File: src/rtl/bit_serial_adder.sv
// bit_serial_adder: LSB-first sequential adder built around one full-adder cell.
//   Operands are captured in parallel, then one bit per cycle is fed through
//   the cell with a registered carry. After WIDTH shift cycles the parallel
//   result is published with a one-cycle done pulse, carry-out and signed
//   overflow.
//
// Parameters
//   WIDTH  operand/result width, legal range 2..32
//
// Ports
//   clk    rising-edge clock
//   rst_n  asynchronous active-low reset
//   start  request, sampled only in IDLE or DONE
//   a, b   operands, captured on the accepting edge
//   sub    subtract select, captured with the operands
//   busy   high while bits are being shifted through the cell
//   done   one-cycle completion pulse
//   sum    result, updated only on the edge entering DONE
//   cout   final carry out (for subtract, 1 = no borrow)
//   ovf    signed two's-complement overflow
//
// Configuration
//   BIT_SERIAL_ADDER_SUB_EN  when defined, sub selects A-B (B inverted,
//                            carry-in 1); otherwise sub is ignored and every
//                            operation is A+B.

module bit_serial_fa (
  input  logic a,
  input  logic b,
  input  logic ci,
  output logic s,
  output logic co
);
  assign s  = a ^ b ^ ci;
  assign co = (a & b) | (a & ci) | (b & ci);
endmodule

module bit_serial_adder #(
  parameter int WIDTH = 8
) (
  input  logic             clk,
  input  logic             rst_n,
  input  logic             start,
  input  logic [WIDTH-1:0] a,
  input  logic [WIDTH-1:0] b,
  input  logic             sub,
  output logic             busy,
  output logic             done,
  output logic [WIDTH-1:0] sum,
  output logic             cout,
  output logic             ovf
);
  localparam int CW = $clog2(WIDTH);

  typedef enum logic [1:0] {
    IDLE  = 2'd0,
    SHIFT = 2'd1,
    DONE  = 2'd2
  } state_t;

  state_t          state;
  logic [WIDTH-1:0] a_sr, b_sr, sum_sr;
  logic             c;
  logic [CW-1:0]    cnt;

  logic             s_bit, c_next;
  logic [WIDTH-1:0] b_load;
  logic             c_load;

  bit_serial_fa u_fa (
    .a  (a_sr[0]),
    .b  (b_sr[0]),
    .ci (c),
    .s  (s_bit),
    .co (c_next)
  );

`ifdef BIT_SERIAL_ADDER_SUB_EN
  // A-B is A + ~B + 1: invert on load, seed the carry with 1.
  assign b_load = sub ? ~b : b;
  assign c_load = sub;
`else
  logic sub_unused;
  assign sub_unused = sub;
  assign b_load     = b;
  assign c_load     = 1'b0;
`endif

  always_ff @(posedge clk or negedge rst_n) begin
    if (!rst_n) begin
      state  <= IDLE;
      a_sr   <= '0;
      b_sr   <= '0;
      sum_sr <= '0;
      c      <= 1'b0;
      cnt    <= '0;
      busy   <= 1'b0;
      done   <= 1'b0;
      sum    <= '0;
      cout   <= 1'b0;
      ovf    <= 1'b0;
    end else begin
      case (state)
        IDLE, DONE: begin
          done <= 1'b0;
          if (start) begin
            a_sr  <= a;
            b_sr  <= b_load;
            c     <= c_load;
            cnt   <= '0;
            busy  <= 1'b1;
            state <= SHIFT;
          end else begin
            busy  <= 1'b0;
            state <= IDLE;
          end
        end
        SHIFT: begin
          a_sr   <= a_sr >> 1;
          b_sr   <= b_sr >> 1;
          sum_sr <= {s_bit, sum_sr[WIDTH-1:1]};
          c      <= c_next;
          cnt    <= cnt + CW'(1);
          if (cnt == CW'(WIDTH-1)) begin
            // Last bit: publish directly so the result is valid with done.
            sum   <= {s_bit, sum_sr[WIDTH-1:1]};
            cout  <= c_next;
            ovf   <= c ^ c_next;  // carry into MSB vs carry out of MSB
            done  <= 1'b1;
            busy  <= 1'b0;
            state <= DONE;
          end
        end
        default: begin
          busy  <= 1'b0;
          done  <= 1'b0;
          state <= IDLE;
        end
      endcase
    end
  end
endmodule
File: config.mk
export PLATFORM = sky130hd
export DESIGN_NAME = bit_serial_adder
export DESIGN_NICKNAME = d
export VERILOG_FILES = /design/src/rtl/bit_serial_adder.sv
export SDC_FILE = /design/constraint.sdc
export NUM_CORES = 1
export LEC_CHECK = 0
export BUFFER_PORTS_ARGS = -buffer_cell sky130_fd_sc_hd__buf_4
export CORE_MARGIN = 2
export CORE_UTILIZATION = 45
export CTS_CLUSTER_DIAMETER = 30
export CTS_CLUSTER_SIZE = 20
export DETAILED_ROUTE_END_ITERATION = 10
export GPL_ROUTABILITY_DRIVEN = 0
export PLACE_DENSITY_LB_ADDON = 0.25
export SETUP_SLACK_MARGIN = 0.4
export SLEW_MARGIN = 20
export SYNTH_ARGS = -nofsm -noshare
export SYNTH_HDL_FRONTEND = slang
export SYNTH_SLANG_ARGS = --single-unit
File: constraint.sdc
create_clock -name clk -period 1.75 [get_ports clk]
set_clock_uncertainty 0.05 [all_clocks]
set_input_delay 0.0875 -clock clk [delete_from_list [all_inputs] [get_ports clk]]
set_output_delay 0.0875 -clock clk [all_outputs]
set_load 0.03 [all_outputs]
Word level (Yosys, flattened, before mapping)
Index checks and enable logic that the tools add are counted.
- flip-flop bits (word level): 42
- latch bits: 0
- memory bits (writable): 0
- ROM bits: 0
- input bits: 20
- logic and storage cells: 46
- memories: 0
- $add $sub $neg: 1
- multiply operators: 0
- divide/modulo/power cells: 0
- magnitude comparators: 0
- equality and inequality tests: 5
- shifts and indexed selects: 0
- multiplexer cells: 16
- bitwise logic cells: 8
- reduce and logical (&&, ||, !) cells: 5
- operator list (kind ; count):
    one-hot mux 8 bit (2 select lines) ; 2
    two-way mux 8 bit ; 2
    two-way mux 1 bit ; 6
    one-hot mux 3 bit (2 select lines) ; 1
    inequality test 2 bit, second input constant ; 2
    one-hot mux 1 bit (2 select lines) ; 2
    one-hot mux 2 bit (2 select lines) ; 1
    AND reduction 2 bit ; 2
    adder 3 x 1 -> 3 bit, second input constant ; 1
    AND 1 bit ; 3
    equality test 3 bit, second input constant ; 1
    two-way mux 3 bit ; 1
    XOR 1 bit ; 3
    equality test 2 x 1 -> 1 bit, second input constant ; 1
    equality test 2 bit, second input constant ; 1
    logical NOT 2 bit ; 1
    two-way mux 2 bit ; 1
    bitwise OR 1 bit ; 2
    nonzero test 2 bit ; 1
    OR reduction 2 bit ; 1

Longest topological paths before layout
Gate-level depths: netlist of run 1.
- depth after elaboration: 4
- mapped depth: 6
- gate-level depth less buffers: 5

Cells and area by module
From an unflattened synthesis of run 1, not the netlist that was laid out.
- cell total of the unflattened synthesis: 163
- area total of the unflattened synthesis: 1883.1 um2
- modules (own cells, without submodules) (module ; instances ; cells each ; area each (um2)):
    bit_serial_adder ; 1 ; 162 ; 1863.0
    bit_serial_fa ; 1 ; 1 ; 20.0

Worst setup path before layout of run 1
Ideal clock, no wire load.
- kind: register to register
- start: reg cnt[0]
- end: reg sum[0]
- library setup time: 0.125 ns
- arrival time: 1.312 ns
- data required time: 1.575 ns
- slack: 0.263 ns
- stages on the path, launching flop included: 6
- path buffers: 1
- period minus slack after synthesis: 1.487 ns
- path through: dfrtp_1 ha_1 ha_1 nand3b_4 buf_6 mux2_4
- longest elaborated chain between the ends: 2
- RTL lines (what ; RTL line ; source):
    start: declaration ; 64 ; logic [CW-1:0] cnt;
    start signal: assignment ; 123 ; cnt <= cnt + CW'(1);
    equality test 3 bit ; 124 ; if (cnt == CW'(WIDTH-1)) begin
    AND reduction 2 bit (no line) ; n/a ;
    end signal: assignment ; 126 ; sum <= {s_bit, sum_sr[WIDTH-1:1]};
    end: declaration ; 49 ; output logic [WIDTH-1:0] sum,
No other way between the ends.
A chain may end at the register's enable or synchronous reset.

Worst setup path after layout of run 1
- start: reg cnt[1]
- end: reg sum[3]
The elaborated chain is that of the path after synthesis.

==> summary.txt, run 1 <==
STA
  • Rel. slew slack: roughly 67%
  • Slew @ Worst Pin: 502 ps
  • Final setup fails: 0
  • RSZ-0062 raised after global routing: yes
  • Fmax achieved: approximately 710 MHz
  • WHS: 16.7 ps
  • Final hold violation count: 0
  • Tmin final: 1400 ps
  • Max-slew violations: 0
  • Crit share post-route: 80.1%
  • TNS Setup: 0 ps

Die
  • Full die area: 4730 um2
  • DIE WIDTH: 68.8 um
  • Num ports: 32
  • Floorplan core area: 4030 um2
  • Die Y: 68.8 um
  • Initial Utilization: 46.9%
  • Site row count: 23

GRT
  • First-pass GRT wire length: 5930 um
  • Largest net degree at the start of global routing: 41
  • Initial antenna violation count: 0
  • Global route overflow: 0
  • Total track usage: 17.4%
  • Vias in the first global route: 1,325

Final layout
  • Final nets: 224
  • Ant diodes: 0
  • Layout cells sized above 1: 40.1%
  • Syn-to-layout area delta: 27.0%

Routing
  • DRC Markers: 0
  • 1st-iter DRT viols: 38
  • Total vias in the final route: roughly 1,300
  • Drt total wl: 3660 um
  • DRT Pass-1 Iters: 4
  • DR WL/cell: around 15 um
  • Antenna Nets Post-Route: 0
  • Via density: 5.31

Worst setup path
  • Setup CP Type: flip-flop to flip-flop
  • Critical path arrival: 1530 ps
  • Crit path from: cnt[1]
  • CP required: 1880 ps
  • CP Capture Type: flip-flop
  • Crit path max fanout: 5
  • Reg2Reg Depth: 4
  • RR Startpoint: cnt[1]
  • Startpoint Class: flip-flop
  • FF-to-FF setup slack: 350 ps
  • Crit Reg-Reg Endpoint: sum[3]

Hold path
  • Hold Crit Depth: 3
  • Hold Crit Start: b[6]
  • Hold endpoint: b_sr[6]
  • Hold/Removal Path Class: primary input to flip-flop

Place
  • Dpl hpwl: 2300 um
  • Port bufs: 30

Logic synthesis
  • Synthesized instance count: 158
  • Seq cells post-synth: 40
  • Post-synth cell types: 26
  • Seq/Total Area, Yosys: 53.0%
  • Post-synth top area cell: dfrtp_1
  • Yosys warns: 0
  • Area of the mapped netlist: 1890 um2
  • Synth Net Count: 181
  • Synth area leaders: dfrtp_1 (53%), mux2i_1 (7.4%), mux2_2 (7.2%), a211oi_1 (4.8%), nor2b_1 (4.0%)
  • Yosys top cell area share: 53.0%
  • Synth Area per Inst: approximately 12 um2

Pwr
  • LEAKAGE: 1.12 nW
  • Power Density: 1800 nW/um2
  • Worst vdd ir: 0.788 mV

Clock network
  • H-Tree Depth: 2
  • TritonCTS clock tree: yes
  • Clock slew at reported path FFs: about 70 ps
  • CTS Buffer Depth: 2
  • Worst skew pair latency: between 200 and 300 ps
  • Clock Sinks: 40
  • Total CTS buffers: 5
  • Root Buffer: clkbuf_8

Run
  • Max-cap violations: 0

Status
  • Status: complete, no violations
## report_power, final
group | total (W) | switching (W) | internal, W
Clock | 0.000628 | 0.000314 | 0.000314
Combinational | 0.00201 | 0.000967 | 0.00104
Sequential | 0.00169 | 0.000313 | 0.00138
## flip-flops by register name (all words and copies together), names as in the netlist
register,cells
c,1
cnt,3
busy,1
ovf,1
sum,8
cout,1
state,2
sum_sr,7
b_sr,8
a_sr,8
## per-stage QoR
stage	setup WS (ps)	total power [W]	util, %	instance area, um2	std cells
after global routing	305	0.00464	59.5	2400	252
after floorplan	334	0.00297	-	1910	158
after detailed placement	260	0.00346	53.3	2150	231
after global placement	298	0.00336	53.3	2150	231
after CTS	341	0.00422	57.9	2330	249
final	349	0.00433	59.5	2400	252
## synth_stat cells (all sizes together)
master and count:
nand2b 2, nand2 5, dfrtp 40, clkbuf 3, nand3b 1, nand3 4
a211oi 12, o221ai 1, o31ai 1, nor2b 12, mux2 15, o22ai 1
o21ai 9, a22o 3, buf 9, ha 2, mux2i 14, fa 1
inv 8, a21oi 12, xor2 1, a31oi 1, nor2 1
## worst max path at each step
| stage | end | slack (ps) | cells after the start |
|---|---|---|---|
| after CTS | sum[3] | 340 | 4 |
| final | sum[3] | 350 | 4 |
| after detailed placement | sum[3] | 260 | 4 |
| after global placement | sum[4] | 300 | 4 |
| after floorplan | sum[0] | 330 | 5 |
| after global routing | sum[3] | 300 | 4 |
## cell type report
cell class / instances / area, um2
clock buffers: 6 / 82.6
fillers: 336 / 1630
multi-input cells: 99 / 851
clock inverters: 2 / 10.0
inverters: 8 / 30.0
well taps: 50 / 62.6
flip-flops and latches: 40 / 1000
repair buffers: 47 / 359
## kinds of logic (layout without fill, tap and decap cells)
kind of cell | after synthesis | count (layout) | synth area share, %
AOI/OAI and AO/OA | 40 | 40 | 13.2
DFF | 40 | 40 | 53.0
adders and majority gates | 3 | 3 | 2.38
and+or+nand+nor | 25 | 26 | 7.95
muxes | 29 | 29 | 17.0
buffers and inverters | 20 | 63 | 6.03
xor gates and xnor gates | 1 | 1 | 0.464
## timing repair
action	4_1_cts	5_1_grt
buffers inserted	8	3
gates resized for setup	3	15
pin swaps	1	1
setup endpoints to repair	13	18
hold endpoints to repair	40	0
gates cloned	1	0
hold buffers	1	0
## layer usage
| layer | wire [um] | global-route usage [%] |
|---|---|---|
| met1 | 1540 | 20.6 |
| met3 | 135 | 4.22 |
| met5 | 0 | 0 |
| met4 | 92 | 9.56 |
| met2 | 1900 | 28.8 |
## critical path, stage by stage, from the launching register on
cell and delay [ps]:
dfrtp_1 400, ha_2 210, ha_4 180, nand3b_4 130, mux2_4 310
## placed cells by master, fill, tap and decap left out
cell and count:
clkinv_2 2, ha_2 1, nand2b_1 1, nand3_1 4, xor2_1 1, nand2b_4 1
a211oi_1 12, dlygate4sd3_1 1, mux2_4 7, ha_4 1, a22o_1 3, nand2_2 2
fa_2 1, buf_4 45, mux2_2 8, inv_1 8, dfrtp_2 2, mux2i_1 14
nor2b_1 12, o22ai_2 1, o31ai_2 1, dfrtp_1 38, nor2_1 1, a31oi_1 1
nand2_1 3, a21oi_1 12, o21ai_1 4, nand3b_4 2, o21ai_0 5, o221ai_1 1
clkbuf_8 6, buf_6 1
Note: power is estimated with default switching activity, not from simulation.
==> run 2: changes to the inputs <==
==> constraint.sdc (replaced) <==
create_clock -name clk -period 1.1 [get_ports clk]
set_clock_uncertainty 0.05 [all_clocks]
set_input_delay 0.055 -clock clk [delete_from_list [all_inputs] [get_ports clk]]
set_output_delay 0.055 -clock clk [all_outputs]
set_load 0.03 [all_outputs]
==> summary.txt, run 2 (synthesized netlist as in run 1, its figures left out) <==
Status
  • Status: finished, violations left
  • Failing checks: hold timing, setup timing

STA
  • Final setup fails: 40 (+40)
  • Fmax achieved: 726 MHz (+1.7%)
  • Crit share post-route: 125% (+45 points)
  • Setup ws final: -277 ps (-626 ps)
  • Rel. slew slack: 65.7% (-0.83 points)
  • Tmin final: 1380 ps (-24.0 ps)
  • RSZ-0062 raised after global routing: yes
  • Slew @ Worst Pin: 514 ps (+12.5 ps)
  • Max-slew violations: 0 (unchanged)
  • Final hold violation count: 50 (+50)
  • WHS: -336 ps (-353 ps)

Die
  • Floorplan core area: 4030 um2 (unchanged)
  • Num ports: 32 (unchanged)
  • Initial Utilization: 46.9% (unchanged)
  • DIE WIDTH: 68.8 um (unchanged)
  • Site row count: 23 (unchanged)
  • Die Y: 68.8 um (unchanged)
  • Full die area: 4730 um2 (unchanged)

Routing
  • Total vias in the final route: 1,500 (+12%)
  • Drt total wl: 4500 um (+23%)
  • DR WL/cell: 16.1 um (+11%)
  • DRT Pass-1 Iters: 3 (-1)
  • Via density: 5.38 (+1.2%)
  • 1st-iter DRT viols: 78 (+110%)
  • Antenna Nets Post-Route: 0 (unchanged)
  • DRC Markers: 0 (unchanged)

GRT
  • Met1 GRT Util: 25.2% (+4.5 points)
  • Global route overflow: 0 (unchanged)
  • Met2 global-route usage: 32.2% (+3.4 points)
  • Top Usage Layer GRT: met2
  • Vias in the first global route: 1,349 (+1.8%)
  • Met3 Use GR: 6.49% (+2.3 points)
  • Largest net degree at the start of global routing: 41 (unchanged)
  • Total track usage: 19.8% (+2.4 points)
  • Initial antenna violation count: 0 (unchanged)
  • First-pass GRT wire length: 6730 um (+13%)

Final layout
  • Final nets: 251 (+12%)
  • Finished Core Util: 73.0% (+13 points)
  • Ant diodes: 0 (unchanged)
  • FILL cells: 276 (-18%)
  • Commonest non-fill, non-tap cells in the layout: buf_4 (39), dfrtp_1 (38), buf_6 (27), mux2i_1 (14), mux2_4 (13)
  • Layout cells sized above 1: 57.6% (+18 points)
  • Top flop regs: a_sr (8), b_sr (8), sum (8)
  • Most common cell after layout, fill and taps aside: buf_4
  • Syn-to-layout area delta: 55.7%

Worst setup path
  • FF-to-FF setup slack: -280 ps (-630 ps)
  • CP bufs+invs: 0 (unchanged)
  • Slowest cell on crit path: dfrtp_1
  • Startpoint Class: flip-flop
  • Setup CP Type: flip-flop to flip-flop
  • Cell class contributing the biggest share of worst-path delay: flip-flops
  • CP Capture Type: flip-flop
  • Critical path arrival: 1510 ps (-20 ps)
  • Crit path max fanout: 2 (-3)
  • Most frequent cell on the critical path: ha_4
  • Crit-path cells: ha_4 > ha_4 > mux2_2 > a22o_1
  • Max incr delay on CP: 410 ps (about the same)
  • CP required: 1230 ps (-650 ps)

Clock network
  • TritonCTS clock tree: yes
  • H-Tree Depth: 2 (unchanged)
  • Worst skew pair latency: 300 ps (about the same)
  • Total CTS buffers: 5 (unchanged)
  • Clock slew at reported path FFs: 90 ps (+20 ps)
  • Clock Sinks: 40 (unchanged)
  • Root Buffer: clkbuf_8
  • CTS Buffer Depth: 2 (unchanged)

Run
  • Max-cap violations: 0 (unchanged)

Pwr
  • Power Density: 2940 nW/um2 (+63%)
  • LEAKAGE: 1.36 nW (+22%)
  • Worst vdd ir: 1.76 mV (+120%)
  • PnR Total Power: 0.00865 W (+100%)

Hold path
  • Hold/Removal Path Class: primary input to asynchronous set/reset pin

Place
  • Port bufs: 30 (unchanged)
  • Setup Slack @ Placement: -336 ps (-596 ps)
  • Dpl hpwl: 2490 um (+8.1%)
-- run 2: where the power goes --
part	internal, W	switching [W]
combinational	0.00283	0.00202
sequential	0.00219	0.000580
clock	0.000501	0.000520
total	0.00553	0.00312
-- run 2: final cells by class --
| cell class | count | area [um2] | share of cell area, % |
|---|---|---|---|
| clock buffers | 6 | 82.6 | 2.81 |
| clock inverters | 2 | 10.0 | 0.340 |
| inverters | 8 | 30.0 | 1.02 |
| multi-input cells | 100 | 1010 | 34.2 |
| flip-flops and latches | 40 | 1000 | 34.1 |
| well taps | 50 | 62.6 | 2.13 |
| repair buffers | 73 | 747 | 25.4 |
-- run 2: final timing paths --
kind                            from        to  cells past startpoint
min in group clk                b[2]   b_sr[2]                      3
min reg2reg                sum_sr[1]    sum[0]                      1
max                           cnt[1]    cnt[2]                      4
max reg2reg                   cnt[1]    cnt[2]                      4
min                            rst_n    sum[0]                      1
max in group asynchronous      rst_n  state[0]                      1
-- run 2: routing by layer --
metal / share of wire, % / up-vias
met5: 0 / -
met4: 0.80 / 0
met3: 3.2 / 5
met2: 53 / 21
met1: 43 / 771
li1: - / 703
-- run 2: what timing repair did --
item | in CTS | in global routing
hold endpoints to repair | 51 | 46
setup buffers | 16 | 11
gates cloned | 4 | 0
pin swaps | 13 | 13
resized for setup | 51 | 28
setup endpoints to repair | 52 | 52
-- run 2: stage by stage --
step	area (um2)	setup TNS [ps]	hold slack, ps	instances
after floorplan	1960	-4830	-291	158
after global placement	2250	-3900	3.07	240
after detailed placement	2250	-4710	12.6	240
after CTS	2740	-4820	-311	268
after global routing	2940	-7170	-303	279
final	2940	-5730	-336	279
